## src/rtl/moving_sum_filter_if.sv

```systemverilog
// Sample/result bundle between the delay line front end and the moving-sum filter.
// The master side drives samples in; the slave side (the filter) returns sum, average and peak.
interface moving_sum_filter_if #(
    parameter int unsigned DSIZE     = 8,
    parameter int unsigned WDEPTH    = 5,
    parameter int unsigned SSIZE     = DSIZE + $clog2(WDEPTH + 1),
    parameter int unsigned AVG_SHIFT = 2
);
    logic                       Clr;
    logic                       Sample_en;
    logic [DSIZE-1:0]           Din;
    logic [DSIZE-1:0]           Dly;
    logic [SSIZE-1:0]           Sum;
    logic [SSIZE-AVG_SHIFT-1:0] Avg;
    logic                       Sum_valid;
    logic                       Primed;
    logic [SSIZE-1:0]           Peak;

    modport master (
        output Clr, Sample_en, Din, Dly,
        input  Sum, Avg, Sum_valid, Primed, Peak
    );

    modport slave (
        input  Clr, Sample_en, Din, Dly,
        output Sum, Avg, Sum_valid, Primed, Peak
    );
endinterface

```

## src/rtl/moving_sum_filter.sv

```systemverilog
// Running boxcar sum over the last WDEPTH samples with shifted average and peak hold.
// Define MOVSUM_ROUND_EN to round Avg half-up instead of truncating.
module moving_sum_filter #(
    parameter int unsigned DSIZE     = 8,
    parameter int unsigned WDEPTH    = 5,
    parameter int unsigned SSIZE     = DSIZE + $clog2(WDEPTH + 1),
    parameter int unsigned AVG_SHIFT = 2
) (
    input logic                 Clock,
    input logic                 Reset,
    moving_sum_filter_if.slave  bus
);
    localparam int unsigned FillW = $clog2(WDEPTH + 1);
    localparam int unsigned AvgW  = SSIZE - AVG_SHIFT;
    localparam logic [FillW-1:0] FillMax = FillW'(WDEPTH);
`ifdef MOVSUM_ROUND_EN
    localparam logic [SSIZE:0] RoundInc =
        (AVG_SHIFT == 0) ? '0 : ((SSIZE + 1)'(1) << (AVG_SHIFT - 1));
`endif

    logic [SSIZE-1:0] acc_q, acc_d;
    logic [FillW-1:0] fill_q, fill_d;
    logic             primed_q, primed_d;
    logic             sum_valid_q, sum_valid_d;
    logic [SSIZE-1:0] peak_q, peak_d;
    logic [AvgW-1:0]  avg_q, avg_d;

    always_comb begin
        acc_d       = acc_q;
        fill_d      = fill_q;
        primed_d    = primed_q;
        sum_valid_d = 1'b0;
        peak_d      = peak_q;
        avg_d       = avg_q;
        if (bus.Clr) begin
            acc_d    = '0;
            fill_d   = '0;
            primed_d = 1'b0;
            peak_d   = '0;
            avg_d    = '0;
        end else if (bus.Sample_en) begin
            // Dly is stale until the window is full, so it is only retired once primed.
            acc_d = SSIZE'({1'b0, acc_q} + (SSIZE + 1)'(bus.Din)
                           - (primed_q ? (SSIZE + 1)'(bus.Dly) : '0));
            if (fill_q != FillMax) begin
                fill_d = fill_q + FillW'(1);
            end
            primed_d    = (fill_d == FillMax);
            sum_valid_d = primed_d;
            if (sum_valid_d && (acc_d > peak_q)) begin
                peak_d = acc_d;
            end
`ifdef MOVSUM_ROUND_EN
            avg_d = AvgW'(({1'b0, acc_d} + RoundInc) >> AVG_SHIFT);
`else
            avg_d = AvgW'(acc_d >> AVG_SHIFT);
`endif
        end
    end

    always_ff @(posedge Clock or posedge Reset) begin
        if (Reset) begin
            acc_q       <= '0;
            fill_q      <= '0;
            primed_q    <= 1'b0;
            sum_valid_q <= 1'b0;
            peak_q      <= '0;
            avg_q       <= '0;
        end else begin
            acc_q       <= acc_d;
            fill_q      <= fill_d;
            primed_q    <= primed_d;
            sum_valid_q <= sum_valid_d;
            peak_q      <= peak_d;
            avg_q       <= avg_d;
        end
    end

    assign bus.Sum       = acc_q;
    assign bus.Avg       = avg_q;
    assign bus.Sum_valid = sum_valid_q;
    assign bus.Primed    = primed_q;
    assign bus.Peak      = peak_q;
endmodule

```

## src/flat_wrapper.sv

```systemverilog
// flat-port wrapper written by rule: the top's interface ports become plain ports
module moving_sum_filter_flat 
#(
    parameter int unsigned DSIZE     = 8,
    parameter int unsigned WDEPTH    = 5,
    parameter int unsigned SSIZE     = DSIZE + $clog2(WDEPTH + 1),
    parameter int unsigned AVG_SHIFT = 2
)
  (Clock, Reset, bus_Clr, bus_Sample_en, bus_Din, bus_Dly, bus_Sum, bus_Avg, bus_Sum_valid, bus_Primed, bus_Peak);
  moving_sum_filter_if #(.DSIZE(DSIZE), .WDEPTH(WDEPTH), .SSIZE(SSIZE), .AVG_SHIFT(AVG_SHIFT)) bus_i ();
  input logic Clock;
  input logic Reset;
  input wire logic [$bits(bus_i.Clr)-1:0] bus_Clr;
  input wire logic [$bits(bus_i.Sample_en)-1:0] bus_Sample_en;
  input wire logic [$bits(bus_i.Din)-1:0] bus_Din;
  input wire logic [$bits(bus_i.Dly)-1:0] bus_Dly;
  output wire logic [$bits(bus_i.Sum)-1:0] bus_Sum;
  output wire logic [$bits(bus_i.Avg)-1:0] bus_Avg;
  output wire logic [$bits(bus_i.Sum_valid)-1:0] bus_Sum_valid;
  output wire logic [$bits(bus_i.Primed)-1:0] bus_Primed;
  output wire logic [$bits(bus_i.Peak)-1:0] bus_Peak;
  assign bus_i.Clr = bus_Clr;
  assign bus_i.Sample_en = bus_Sample_en;
  assign bus_i.Din = bus_Din;
  assign bus_i.Dly = bus_Dly;
  assign bus_Sum = bus_i.Sum;
  assign bus_Avg = bus_i.Avg;
  assign bus_Sum_valid = bus_i.Sum_valid;
  assign bus_Primed = bus_i.Primed;
  assign bus_Peak = bus_i.Peak;
  moving_sum_filter #(.DSIZE(DSIZE), .WDEPTH(WDEPTH), .SSIZE(SSIZE), .AVG_SHIFT(AVG_SHIFT)) u_core (.Clock(Clock), .Reset(Reset), .bus(bus_i));
endmodule
```

## config.mk

```make
export PLATFORM = sky130hd
export DESIGN_NAME = moving_sum_filter_flat
export DESIGN_NICKNAME = d
export VERILOG_FILES = /design/src/rtl/moving_sum_filter_if.sv /design/src/rtl/moving_sum_filter.sv /design/src/flat_wrapper.sv
export SDC_FILE = /design/constraint.sdc
export NUM_CORES = 1
export LEC_CHECK = 0
export BUFFER_PORTS_ARGS = -buffer_cell sky130_fd_sc_hd__buf_2
export CAP_MARGIN = 20
export CORE_MARGIN = 1.5
export CORE_UTILIZATION = 40
export DETAILED_ROUTE_END_ITERATION = 8
export GPL_TIMING_DRIVEN = 0
export HOLD_SLACK_MARGIN = 0.15
export PLACE_DENSITY = 0.59
export SYNTH_ARGS = -nofsm -noshare
export SYNTH_HDL_FRONTEND = slang
export SYNTH_SLANG_ARGS = --single-unit
```

## constraint.sdc

```tcl
create_clock -name Clock -period 4.9 [get_ports Clock]
set_input_delay 0.735 -clock Clock [delete_from_list [all_inputs] [get_ports Clock]]
set_output_delay 0.735 -clock Clock [all_outputs]
set_load 0.005 [all_outputs]
```

==> metrics.txt <==
# TYPE chip_impl_metric gauge
chip_impl_metric{name="power_density",unit="nW/um2"} 562
chip_impl_metric{name="first_pass_grt_wire_length",unit="um"} 7520
chip_impl_metric{name="dieHeight",unit="um"} 77.7
chip_impl_metric{name="path_max_fanout",unit=""} 10
chip_impl_metric{name="num_rows",unit=""} 27
chip_impl_info{name="timing.critical_path.from_type",value="flip-flop"} 1
chip_impl_metric{name="static_leakage",unit="nW"} 1.44
chip_impl_metric{name="vias",unit=""} 1781
chip_impl_metric{name="gp_congestion",unit=""} 0.791
chip_impl_metric{name="wire_per_inst",unit="um"} 12.4
chip_impl_info{name="run_status",value="complete, no violations"} 1
chip_impl_metric{name="clock_tree.htree_level_count",unit=""} 1
chip_impl_metric{name="grt_antenna_before_repair",unit=""} 0
chip_impl_metric{name="synth.avg_cell_area",unit="um2"} 9.14
chip_impl_metric{name="finalCriticalPeriod",unit="ps"} 4540
chip_impl_metric{name="grt_max_degree",unit=""} 28
chip_impl_metric{name="syn_area",unit="um2"} 2230
chip_impl_metric{name="totalNegativeSetupSlack",unit="ps"} 0
chip_impl_metric{name="worst-endpoint-arrival",unit="ps"} 4720
chip_impl_info{name="unrepaired_setup_endpoints_after_global_routing",value="no"} 1
chip_impl_metric{name="drt-pass1-iter-count",unit=""} 5
chip_impl_metric{name="floorplan.initialDensity",unit="%"} 41.0
chip_impl_metric{name="floorplan.die.width",unit="um"} 77.7
chip_impl_metric{name="biggest_cell_delay_along_the_critical_path",unit="ps"} 540
chip_impl_metric{name="worst_setup_hold_path_clk_slew",unit="ps"} 100
chip_impl_metric{name="finalClockSkew",unit="ps"} 8.55
chip_impl_metric{name="final.fill_count",unit=""} 541
chip_impl_info{name="critical_path.endpoint_type",value="flip-flop"} 1
chip_impl_metric{name="dp_worst_setup_slack",unit="ps"} 84.2
chip_impl_metric{name="async_flop_share",unit="%"} 100
chip_impl_metric{name="timing.max_cap.violations",unit=""} 0
chip_impl_metric{name="antenna-diode-count",unit=""} 0
chip_impl_metric{name="ff2ff_setup_slack",unit="ps"} 360
chip_impl_info{name="critical_path.slowest_cell",value="sky130_fd_sc_hd__dfrtp_1"} 1
chip_impl_metric{name="synth.ff_latch_count",unit=""} 27
chip_impl_metric{name="core_area",unit="um2"} 5440
chip_impl_metric{name="syn_inst",unit=""} 244
chip_impl_info{name="timing.setup.critical_path_class",value="reg2reg"} 1
chip_impl_metric{name="min_period_over_period",unit="%"} 92.7
chip_impl_metric{name="setup_viol",unit=""} 0
chip_impl_metric{name="critPathBufInv",unit=""} 2
chip_impl_metric{name="worstSkewPairLatency",unit="ps"} 280
chip_impl_metric{name="max-slew-margin-rel",unit="%"} 53.9
chip_impl_metric{name="hold_buffers",unit=""} 0
chip_impl_info{name="tritoncts",value="yes"} 1
chip_impl_info{name="timing.critical_path.cells",value="and2_1 > fa_1 > inv_1 > fa_1 > a21o_1 > nand4_1 > nand3b_1 > o31ai_1 > xnor2_1 > ha_1 > and4_1 > and3_1 > a221oi_1 > a21oi_1 > and2_1 > clkbuf_2 > a22o_1"} 1
chip_impl_metric{name="layoutNonFillerInstCount",unit=""} 372
chip_impl_metric{name="post-route-worst-setup-slack",unit="ps"} 356
chip_impl_metric{name="number_of_slew_limit_violations_in_the_final_report",unit=""} 0
chip_impl_metric{name="post_drt_via_cell_ratio",unit=""} 4.79
chip_impl_metric{name="routed_wirelength",unit="um"} 4630
chip_impl_info{name="cts_root_buf",value="sky130_fd_sc_hd__clkbuf_8"} 1
chip_impl_metric{name="groute.usage.overall",unit="%"} 15.8
chip_impl_metric{name="fmaxAchievable",unit="GHz"} 0.220
chip_impl_metric{name="drive_above_1_share",unit="%"} 25.0
chip_impl_metric{name="overall_die_area",unit="um2"} 6030
chip_impl_metric{name="dp.final_hpwl",unit="um"} 3630
chip_impl_metric{name="design.portCount",unit=""} 53
chip_impl_metric{name="postCtsSetupBuffers",unit=""} 0
chip_impl_metric{name="nets",unit=""} 353
chip_impl_metric{name="antenna_left",unit=""} 0
chip_impl_info{name="layout.cells.most_common",value="sky130_fd_sc_hd__buf_2"} 1
chip_impl_metric{name="detail_route.iter0.violations",unit=""} 54
chip_impl_metric{name="clock_path_buffers",unit=""} 2
chip_impl_metric{name="first_global_vias",unit=""} 1587
chip_impl_metric{name="grt_overflow_total",unit=""} 0
chip_impl_metric{name="worst-endpoint-required",unit="ps"} 5080
chip_impl_metric{name="worst-slew-pin-transition",unit="ps"} 691
chip_impl_metric{name="areaGrowthSynthToFinish",unit="%"} 18.2
chip_impl_metric{name="cts_sinks",unit=""} 27
chip_impl_metric{name="hold_viol_final",unit=""} 0
chip_impl_metric{name="synth-edff-count",unit=""} 0
chip_impl_metric{name="dp.cells",unit=""} 367
chip_impl_info{name="final_cell_mix",value="sky130_fd_sc_hd__buf_2, sky130_fd_sc_hd__inv_1, sky130_fd_sc_hd__dfrtp_1"} 1
chip_impl_info{name="worst_min_path_class",value="in2async"} 1
chip_impl_metric{name="portBuffers",unit=""} 51
chip_impl_metric{name="post_cts.resized_instances",unit=""} 0
chip_impl_metric{name="cts_made_buffers",unit=""} 3
chip_impl_metric{name="synthesis_warnings",unit=""} 0
chip_impl_metric{name="power.ir.vdd_worst",unit="mV"} 0.272
chip_impl_metric{name="yosysSeqAreaShare",unit="%"} 30.3
chip_impl_metric{name="drc",unit=""} 0
chip_impl_metric{name="synth_fp_nets",unit=""} 296
chip_impl_info{name="synth_top_flop_cell",value="sky130_fd_sc_hd__dfrtp_1"} 1
chip_impl_metric{name="synth_cell_type_count",unit=""} 42
chip_impl_info{name="worst_path_dominant_cell_family",value="adder cells"} 1
## where the power goes
group	internal [mW]	switching (mW)	total, mW
Sequential	0.262	0.0392	0.301
Combinational	0.487	0.561	1.05
Clock	0.0584	0.0735	0.132
Total	0.808	0.673	1.48
## Yosys cell counts, drive strengths merged, types with 3 or more instances
cell,number,share of area [%]
a21oi,10,2.2
a22o,10,3.9
a31o,3,1.2
a31oi,3,0.84
and2,10,2.9
and3,4,1.1
buf,12,3.9
clkbuf,3,0.56
dfrtp,27,30
fa,8,7.2
ha,24,13
inv,50,8.4
mux2i,10,4.5
nand2,6,1.0
nand3,6,1.6
nor2,18,3.0
nor3,3,0.67
o21ai,5,1.1
xnor2,6,2.4
xor2,5,2.0
## kinds of logic (layout without fill, tap and decap cells)
group / after synthesis / count (layout) / share of synthesized area (%)
buf+inv: 65 / 121 / 12.8
simple gates: 56 / 56 / 13.2
compound gates: 42 / 42 / 13.7
flops: 27 / 27 / 30.3
mux: 11 / 11 / 4.99
xor+xnor: 11 / 11 / 4.32
fa+ha+maj: 32 / 32 / 20.6
## flip-flops by register name, indices dropped and copies added (netlist names)
| signal | flops |
|---|---|
| u_core.bus.Primed | 1 |
| u_core.fill_q | 3 |
| u_core.bus.Sum_valid | 1 |
| u_core.bus.Sum | 3 |
| u_core.bus.Avg | 8 |
| u_core.bus.Peak | 11 |
## layout make-up
cell class / instances / area (um2) / share of cell area, %
multi-input cells: 152 / 1270 / 48.1
flip-flops and latches: 27 / 676 / 25.6
repair buffers: 52 / 270 / 10.3
inverters: 50 / 188 / 7.12
plain buffers: 15 / 98.8 / 3.75
well taps: 72 / 90.1 / 3.42
clock buffers: 4 / 45.0 / 1.71
## per-layer routing
metal | vias to the layer above | share of wire (%) | track usage, %
met4 | 0 | 1.1 | 4.91
met1 | 830 | 50 | 22.6
met3 | 4 | 3.8 | 1.65
met5 | - | 0 | 0
li1 | 908 | - | -
met2 | 39 | 45 | 25.0
## path summary, 6_finish.rpt
path / from / to / cells past startpoint
min reg2reg: u_core.bus.Peak[2]$_DFFE_PP0P_ / u_core.bus.Peak[2]$_DFFE_PP0P_ / 1
min: Reset / u_core.bus.Peak[1]$_DFFE_PP0P_ / 2
max in group asynchronous: Reset / u_core.bus.Peak[7]$_DFFE_PP0P_ / 3
max reg2reg: u_core.bus.Primed$_DFFE_PP0P_ / u_core.bus.Peak[4]$_DFFE_PP0P_ / 17
min in group Clock: u_core.bus.Peak[2]$_DFFE_PP0P_ / u_core.bus.Peak[2]$_DFFE_PP0P_ / 1
max: u_core.bus.Primed$_DFFE_PP0P_ / u_core.bus.Peak[4]$_DFFE_PP0P_ / 17
## through the flow
stage | hold WS (ps) | instance area [um2] | power, mW | utilization [%]
floorplan | 520 | 2230 | 1.11 | -
global placement | 523 | 2580 | 1.36 | 47.4
detailed placement | 524 | 2580 | 1.37 | 47.4
CTS | 549 | 2620 | 1.50 | 48.2
global route | 523 | 2640 | 1.67 | 48.5
finish | 492 | 2640 | 1.48 | 48.5
No activity file was read; power rests on OpenSTA's default activity.
